==> src/rtl/spmv_row_mac.sv <==
// Sparse matrix x dense vector row engine: accumulates one row dot-product per
// stream of nonzeros against a latched input vector and hands each row result downstream.
module spmv_row_mac #(
    parameter int unsigned DATA_W = 16,
    parameter int unsigned N_ELEM = 16,
    localparam int unsigned IDX_W = $clog2(N_ELEM),
    localparam int unsigned CNT_W = IDX_W + 1,
    localparam int unsigned SUM_W = 2 * DATA_W + 4
) (
    input  logic                     i_clk,
    input  logic                     i_rst,
    input  logic                     i_start,
    input  logic [N_ELEM*DATA_W-1:0] i_in_vector,
    input  logic [CNT_W-1:0]         i_num_rows,
    input  logic                     i_nnz_valid,
    output logic                     o_nnz_ready,
    input  logic [DATA_W-1:0]        i_mat_value,
    input  logic [IDX_W-1:0]         i_col_idx,
    input  logic                     i_row_last,
    output logic                     o_row_valid,
    input  logic                     i_row_ready,
    output logic [SUM_W-1:0]         o_row_sum,
    output logic [IDX_W-1:0]         o_row_idx,
    output logic                     o_busy,
    output logic                     o_done
);

    localparam logic [1:0] StIdle = 2'd0;
    localparam logic [1:0] StAcc  = 2'd1;
    localparam logic [1:0] StOut  = 2'd2;
    localparam logic [1:0] StDone = 2'd3;

    logic [1:0]               state_q, state_d;
    logic [N_ELEM*DATA_W-1:0] vec_q, vec_d;
    logic [CNT_W-1:0]         rows_q, rows_d;
    logic [SUM_W-1:0]         acc_q, acc_d;
    logic [SUM_W-1:0]         sum_q, sum_d;
    logic [IDX_W-1:0]         idx_q, idx_d;

    logic [CNT_W-1:0]          eff_rows;
    logic [IDX_W-1:0]          last_idx;
    logic signed [DATA_W-1:0]  vec_el;
    logic signed [DATA_W-1:0]  mat_val;
    logic signed [2*DATA_W-1:0] prod;
    logic [SUM_W-1:0]          acc_sum;

    // Zero and anything above the buffer depth both mean a full-depth job.
    assign eff_rows = (i_num_rows == '0 || i_num_rows > CNT_W'(N_ELEM)) ? CNT_W'(N_ELEM)
                                                                        : i_num_rows;
    assign last_idx = IDX_W'(rows_q - 1'b1);

    assign vec_el  = vec_q[i_col_idx*DATA_W +: DATA_W];
    assign mat_val = i_mat_value;
    assign prod    = mat_val * vec_el;
    assign acc_sum = acc_q + {{(SUM_W-2*DATA_W){prod[2*DATA_W-1]}}, prod};

    always_comb begin
        state_d = state_q;
        vec_d   = vec_q;
        rows_d  = rows_q;
        acc_d   = acc_q;
        sum_d   = sum_q;
        idx_d   = idx_q;
        unique case (state_q)
            StIdle: begin
                if (i_start) begin
                    state_d = StAcc;
                    vec_d   = i_in_vector;
                    rows_d  = eff_rows;
                    acc_d   = '0;
                    idx_d   = '0;
                end
            end
            StAcc: begin
                if (i_nnz_valid) begin
                    if (i_row_last) begin
                        sum_d   = acc_sum;
                        acc_d   = '0;
                        state_d = StOut;
                    end else begin
                        acc_d = acc_sum;
                    end
                end
            end
            StOut: begin
                if (i_row_ready) begin
                    if (idx_q == last_idx) begin
                        state_d = StDone;
                    end else begin
                        idx_d   = idx_q + 1'b1;
                        state_d = StAcc;
                    end
                end
            end
            StDone: state_d = StIdle;
            default: state_d = StIdle;
        endcase
    end

    always_ff @(posedge i_clk) begin
        if (i_rst) begin
            state_q <= StIdle;
            vec_q   <= '0;
            rows_q  <= '0;
            acc_q   <= '0;
            sum_q   <= '0;
            idx_q   <= '0;
        end else begin
            state_q <= state_d;
            vec_q   <= vec_d;
            rows_q  <= rows_d;
            acc_q   <= acc_d;
            sum_q   <= sum_d;
            idx_q   <= idx_d;
        end
    end

    assign o_nnz_ready = (state_q == StAcc);
    assign o_row_valid = (state_q == StOut);
    assign o_busy      = (state_q != StIdle);
    assign o_done      = (state_q == StDone);
    assign o_row_sum   = sum_q;
    assign o_row_idx   = idx_q;

endmodule

==> config.mk <==
export PLATFORM = sky130hd
export DESIGN_NAME = spmv_row_mac
export DESIGN_NICKNAME = d
export VERILOG_FILES = /design/src/rtl/spmv_row_mac.sv
export SDC_FILE = /design/constraint.sdc
export NUM_CORES = 1
export LEC_CHECK = 0
export CORE_ASPECT_RATIO = 0.9
export CORE_MARGIN = 1.5
export CORE_UTILIZATION = 57
export CTS_CLUSTER_DIAMETER = 200
export DETAILED_ROUTE_END_ITERATION = 16
export PLACE_DENSITY = 0.9
export SLEW_MARGIN = 20
export SYNTH_ARGS = -nofsm -noshare
export SYNTH_HDL_FRONTEND = slang
export SYNTH_SLANG_ARGS = --single-unit
==> constraint.sdc <==
create_clock -name i_clk -period 13.38 [get_ports i_clk]
set_input_delay 2.007 -clock i_clk [delete_from_list [all_inputs] [get_ports i_clk]]
set_output_delay 2.007 -clock i_clk [all_outputs]
set_load 0.02 [all_outputs]
### Yosys cells after proc, flatten, opt, wreduce, memory -nomap -nowiden

Cells that the tools add are included.

* shifts and indexed selects: 1
* add/subtract/negate cells: 3
* magnitude comparators: 1
* equality and inequality tests: 9
* reductions and logical operators: 11
* multiply operators: 1
* muxes and demuxes: 15

Operators with widths (count)
* variable part select 256 x 9 -> 16 bit: 1
* 2-to-1 mux 36 bit: 3
* case mux 36 bit (2 select lines): 1
* adder 36 bit: 1
* multiplier 16 x 16 -> 32 bit: 1
* 2-to-1 mux 4 bit: 4
* 2-to-1 mux 2 bit: 5
* case mux 2 bit (4 select lines): 1
* case mux 4 bit (2 select lines): 1
* AND reduction 4 bit: 2
* != test 2 bit (second input constant): 3
* AND reduction 3 bit: 2
* nonzero test 2 bit: 3
* > comparator 5 bit (second input constant): 1
* logical NOT 5 bit: 1
* adder 4 x 1 -> 4 bit (second input constant): 1
* equality test 2 bit (second input constant): 2
* equality test 4 bit: 1
* != test 2 x 1 -> 1 bit (second input constant): 2
* subtractor 4 x 1 -> 4 bit (second input constant): 1
* equality test 2 x 1 -> 1 bit (second input constant): 1
* logical NOT 2 bit: 1
* AND reduction 2 bit: 1
* logical OR 1 bit: 1

* bits in registers: 338

### Depth between registers and ports, before layout

Gate-level depths: netlist (run 1).

* depth after elaboration: 6
* mapped depth: 39

### Worst setup path after synthesis (run 1)

OpenSTA, ideal clock, no wires.

* path kind: input port to flip-flop
* start: in i_col_idx[0]
* end: reg acc_q[35]
* library setup time: 0.123 ns
* arrival: 10.897 ns
* slack: 2.360 ns
* required time: 13.257 ns
* stages on the path: 36
* cell sequence: buf_2 > buf_2 > buf_2 > mux4_2 > mux4_2 > clkbuf_1 > nand2_1 > fa_1 > fa_1 > inv_1 > fa_1 > fa_1 > fa_1 > inv_1 > fa_1 > inv_1 > ha_1 > a21o_1 > a21o_1 > a21o_1 > o211ai_1 > nand2_1 > o21ba_2 > o21ai_0 > a21boi_0 > xnor2_1 > ha_1 > a21o_1 > a21o_1 > a211oi_1 > nand2_1 > o31ai_1 > o21ai_0 > xor2_1 > a21oi_1 > o22ai_1

* longest elaborated chain between the ends: 6

Ends and longest elaborated chain
* from (decl): RTL line 18 `input logic [IDX_W-1:0] i_col_idx,`
* variable part select 256 x 9 -> 16 bit: RTL line 52 `assign vec_el = vec_q[i_col_idx*DATA_W +: DATA_W];`
* multiplier 16 x 16 -> 32 bit: RTL line 54 `assign prod = mat_val * vec_el;`
* adder 36 bit: RTL line 55 `assign acc_sum = acc_q + {{(SUM_W-2*DATA_W){prod[2*DATA_W-1]}}, prod};`
* 2-to-1 mux 36 bit: RTL line 76 `if (i_row_last) begin`
* 2-to-1 mux 36 bit: RTL line 75 `if (i_nnz_valid) begin`
* case mux 36 bit (2 select lines): RTL line 64 `unique case (state_q)`
* to (signal assigned): RTL line 105 `acc_q <= '0;`
* to (signal assigned): RTL line 112 `acc_q <= acc_d;`
* to (decl): RTL line 36 `logic [SUM_W-1:0] acc_q, acc_d;`

No other way between the ends. The select of a mux whose other input is x is not followed.
A chain may end at the register's enable or synchronous reset.

### Final worst setup path (run 1)

Ends and elaborated chain as after synthesis.

==> results of run 1 <==
-- power by group through the flow --
stage	Clock [mW]	Sequential, mW	Combinational [mW]
6_report	1.03	1.15	3.42
5_1_grt	1.08	1.16	3.78
4_1_cts	1.03	1.15	3.40
3_5_place_dp	0	1.17	3.37
3_3_place_gp	0	1.17	3.25
2_1_floorplan	0	1.17	2.51
-- worst max-delay path: cells and delay by family --
kind,cells,cell delay (ns)
AO/OA/AOI/OAI,11,2.67
XOR/XNOR,2,0.35
adder cells (fa/ha/maj),8,3.74
buffers and inverters,6,1.07
multiplexers,2,1.28
AND/OR/NAND/NOR,5,0.75
-- registers in the layout, indices dropped and copies added (netlist names) --
register   cells
rows_q         4
acc_q         36
o_row_idx      4
state_q        2
o_row_sum     36
vec_q        256
-- cells in the final DEF (no fill, tap or decap), types with 17 or more instances in the layout --
| master | count |
|---|---|
| xnor2_1 | 57 |
| clkdlybuf4s50_1 | 327 |
| and2_1 | 138 |
| inv_1 | 310 |
| dfxtp_1 | 338 |
| nand2_1 | 716 |
| a21oi_1 | 346 |
| clkbuf_16 | 38 |
| buf_4 | 17 |
| ha_1 | 119 |
| fa_1 | 263 |
| a22oi_1 | 22 |
| a21o_1 | 34 |
| nor2_1 | 69 |
| xor2_1 | 20 |
| o21ai_0 | 22 |
| mux4_2 | 79 |
-- cell type report --
type,count,area [um^2]
flip-flops and latches,338,6770
well taps,555,694
clock buffers,49,1050
repair buffers,347,3440
fillers,3038,13400
inverters,311,1170
clock inverters,17,185
multi-input cells,2054,16500
-- per-layer routing --
layer	up-vias	wire length, um	share of wire, %	track usage (%)
met1	10700	26900	37	39.3
li1	9678	-	-	-
met2	1083	36700	51	56.4
met5	-	11	0.015	0
met4	2	3160	4.4	14.0
met3	186	5440	7.5	4.83
-- cell families (layout without fill, tap and decap cells) --
| group | after synthesis | after routing | synth area share, % |
|---|---|---|---|
| flops | 338 | 338 | 27.0 |
| compound gates | 502 | 502 | 11.6 |
| simple gates | 1010 | 1010 | 17.3 |
| fa+ha+maj | 382 | 382 | 26.9 |
| mux | 82 | 82 | 7.21 |
| xor+xnor | 78 | 78 | 2.78 |
| buf+inv | 480 | 724 | 7.22 |
-- cells in the mapped netlist (7+ instances only) --
library cell  count
a21o_1           34
a21oi_1         347
a22o_1           10
a22oi_1          22
a31oi_1          12
and2_1          139
and3_1            7
buf_2             9
clkbuf_1        154
dfxtp_1         338
fa_1            263
ha_1            119
inv_1           310
mux4_2           79
nand2_1         717
nand2b_1          9
nand3_1          15
nand4_1           9
nor2_1           69
nor2b_1          10
nor3_1           12
o21a_1            9
o21ai_0          22
o21bai_1          9
xnor2_1          57
xor2_1           20
-- worst paths after layout --
check                    start            to  slack (ns)
hold reg to reg   o_row_sum[9]  o_row_sum[9]        0.45
hold / removal    o_row_sum[9]  o_row_sum[9]        0.45
setup / recovery  i_col_idx[0]     acc_q[35]        1.87
setup reg to reg     vec_q[50]     acc_q[35]        3.98
-- stage by stage --
step	total power, mW	hold slack (ns)	std cells
4_1_cts	5.59	0.453	3671
5_1_grt	6.02	0.475	3671
3_5_place_dp	4.54	0.446	3605
2_1_floorplan	3.68	0.432	2872
6_report	5.60	0.454	3671
3_3_place_gp	4.42	0.439	3605
==> flow_summary.ini, run 1 <==
[status]
status = finished clean

[sta]
rsz0062_at_grt = false
hold_violations = 0
finalSetupViolCount = 0
slew_headroom_pct = 25.6
fin_ws_ns = 1.87
setup_tns_ns = 0
min_period_over_period_pct = 86.0
timing.final.crit_period_ns = 11.51
fmax_mhz = 86.9
tightest_slew_ns = 1.11
fin_worst_skew_ns = 0.0344
drv_slew = 0

[drt]
drc = 0
finalWirelength_um = 72300
dr_total_vias = 21600
ant_nets = 0
drt_iter0_drc = 1982
drt-pass1-iter-count = 6
via_per_inst = 5.89
wire_per_inst_um = 19.7

[die]
io_pins = 331
die_h_um = 202
die_w_um = 224
core_um2 = 43200
die_area_um2 = 45300
start_util_pct = 58.0
num_rows = 72

[layout]
final_area_um2 = 29900
antenna_cells = 0
final_core_util_pct = 69.0
area_delta_synth_final_pct = 19.0
drive_gt1_share_pct = 5.74
nets = 3758

[synthesis]
synth_edf_count = 0
yosysTopAreaCellShare_pct = 27.0
yosysWarnings = 0
ys_seq_elements = 338
synth_nets = 3541
synth_area_um2 = 25100
ys_top_cells_by_area = dfxtp_1 27%, fa_1 21%, nand2_1 11%, mux4_2 7.1%, a21oi_1 6.9%
ys_seq_area_share_pct = 27.0
synth_cell_types = 64
synth_ff_type = dfxtp_1
synthCells = 2872
synth.avg_cell_area_um2 = 8.74
synth_top_area_cell = dfxtp_1
async_flop_share_pct = 0

[hold_path]
min_path_type = flip-flop to flip-flop
hold_depth = 2

[grt]
grt_pass1_wl_um = 115000
grtUsageTotal_pct = 32.1
grt_max_degree = 153
overflow = 0
antenna_found_initial = 1
first_global_vias = 22300

[critical_path]
cp.arrival_ns = 11.96
crit_fanout = 31
worstSetupEndpointType = flip-flop
startpoint_type = primary input
crit_type = primary input to flip-flop
cp.required_ns = 13.83
r2r_cells = 31
cpMaxStageDelayCell = mux4_2
max_stage_delay_ns = 0.69
crit_top_cell = fa_1

[power_and_ir_drop]
p_seq_share_pct = 20.6
comb_power_share_pct = 61.0
p_clk_share_pct = 18.4
power.density_nw_per_um2 = 188
switching_share_pct = 44.9
p_int_mw = 3.08
p_leak_nw = 12.9
switchingPower_mw = 2.52
vdd_drop_max_uv = 164

[place]
postPlaceCellArea_um2 = 28600
gp_congestion = 0.927
dpl.hpwl_um = 55400
portBuffers = 330
dpl_worst_slack_ns = 1.32

[clocking]
clock_latency_ns = 0.57
root_buffer = clkbuf_16
cts_made_buffers = 37
cts_tree = done
htreeDepth = 2
path_clk_slew_ns = 0.06
cts.path.max_buffers = 3
ctsHoldBuffers = 0
post_cts_buffers = 0
cts_sinks = 338
cts_resized = 0

[flow_run]
maxCapViolCount = 0
Note: power is estimated with default switching activity, not from simulation.
==> run 2: changes to the inputs <==
CORE_UTILIZATION = 51   (was 57)
PLACE_DENSITY = 0.86   (was 0.9)
clock period = 9.5 ns   (was 13.38 ns; I/O delays follow)
==> flow_summary.ini, run 2 (synthesized netlist as in run 1, its figures left out) <==
[status]
status = finished, violations left
violations = setup timing

[drt]
drt-pass1-iter-count = 6
wire_per_inst_um = 21.3
drc = 0
ant_nets = 0
dr_total_vias = 23800
finalWirelength_um = 86100
drt_iter0_drc = 2489
via_per_inst = 5.88

[critical_path]
worstSetupEndpointType = flip-flop
crit_buf_inv = 8
startpoint_type = primary input
crit_fanout = 8
crit_top_cell = fa_1
cp_top_family = adder cells
crit_type = primary input to flip-flop
cpMaxStageDelayCell = mux4_2
cp.arrival_ns = 10.20
cp.required_ns = 9.93
max_stage_delay_ns = 0.59

[clocking]
cts_sinks = 338
htreeDepth = 2
cts_made_buffers = 36
ctsHoldBuffers = 0
cts.path.max_buffers = 3
path_clk_slew_ns = 0.06
cts_tree = done
clock_latency_ns = 0.59
root_buffer = clkbuf_16

[power_and_ir_drop]
comb_power_share_pct = 69.7
power.density_nw_per_um2 = 313
p_int_mw = 5.90
switchingPower_mw = 4.57
p_clk_share_pct = 14.7
p_seq_share_pct = 15.6
switching_share_pct = 43.6
p_leak_nw = 14.7
vdd_drop_max_uv = 314

[flow_run]
maxCapViolCount = 0

[layout]
largest_register_ff_count = 256
nets = 4065
top_register = vec_q
area_delta_synth_final_pct = 33.0
stdcell_count = 4051
final_cell_mix = 706 x nand2_1, 338 x dfxtp_1, 327 x a21oi_1, 327 x clkdlybuf4s50_1, 302 x inv_1
drive_gt1_share_pct = 17.7
final_common_cell = nand2_1
final_area_um2 = 33400

[grt]
grt_pass1_wl_um = 126000
use_met3_pct = 7.66
grtUsageMet2_pct = 54.2
antenna_found_initial = 6
first_global_vias = 23200
grtUsageTotal_pct = 32.2
met1_usage_pct = 38.9
grt_max_degree = 251
overflow = 0
grt-busiest-layer = met2

[place]
gp_congestion = 0.958
dpl.hpwl_um = 57700
portBuffers = 330
dp.cells = 3889
postPlaceCellArea_um2 = 30600

[sta]
timing.final.crit_period_ns = 9.77
slew_headroom_pct = 10.5
rsz0062_at_grt = true
finalSetupViolCount = 15
drv_slew = 0
hold_violations = 0
fin_ws_ns = -0.266
tightest_slew_ns = 1.34
fin_worst_skew_ns = 0.0535
min_period_over_period_pct = 103
fmax_mhz = 102
whs_ns = 0.454

[die]
die_w_um = 237
num_rows = 76
die_h_um = 213
core_um2 = 48200
start_util_pct = 52.1
die_area_um2 = 50500
io_pins = 331

[hold_path]
min_path_type = flip-flop to flip-flop
run 2: power by group through the flow:
| stage | combinational [mW] | clock (mW) | sequential, mW |
|---|---|---|---|
| 2_1_floorplan | 3.81 | 0 | 1.65 |
| 3_3_place_gp | 6.02 | 0 | 1.65 |
| 3_5_place_dp | 6.17 | 0 | 1.65 |
| 4_1_cts | 6.44 | 1.53 | 1.62 |
| 5_1_grt | 7.79 | 1.60 | 1.64 |
| 6_report | 7.29 | 1.54 | 1.63 |
run 2: per-layer routing:
metal  vias to the layer above  wire length [um]
met2                      1612             40700
met1                     11500             30200
met3                       357              9910
met5                         -                 9
met4                         2              5290
li1                      10300                 -
run 2: final cells by class:
type	instances	area (um^2)
multi-input combinational	2060	17300
sequential	338	6770
clock inverter	18	304
timing repair buffer	649	6120
antenna	6	15.0
tap	624	781
fill	3316	14800
clock buffer	45	965
inverter	311	1170
run 2: tightest hold or removal path: stages, from the launching register on:
cell,delay (ns)
dfxtp_1,0.31
nand2_1,0.05
a21oi_1,0.05
run 2: worst paths after layout:
kind	from	end	slack [ns]	cells after the start
worst max-delay path	i_col_idx[0]	o_row_sum[34]	-0.27	35
worst min-delay path	o_row_sum[13]	o_row_sum[13]	0.45	2
worst max register to register	vec_q[116]	o_row_sum[34]	0.58	34
worst min register to register	o_row_sum[13]	o_row_sum[13]	0.45	2
run 2: repair_timing:
item | in CTS | in global routing
pin swaps | 34 | 75
gates cloned | 9 | 3
resized for setup | 47 | 99
setup buffers | 40 | 43
endpoints found under the setup margin | 14 | 34
run 2: metrics by stage:
| stage | util, % | power (mW) | setup WS, ns | TNS [ns] |
|---|---|---|---|---|
| 6_report | 69.2 | 10.5 | -0.266 | -2.12 |
| 5_1_grt | 69.2 | 11.0 | -0.495 | -7.19 |
| 4_1_cts | 67.6 | 9.60 | 0.00471 | 0 |
| 3_5_place_dp | 63.5 | 7.82 | -0.765 | -18.03 |
| 3_3_place_gp | 63.5 | 7.67 | -0.646 | -13.52 |
| 2_1_floorplan | - | 5.46 | -0.100 | -0.300 |
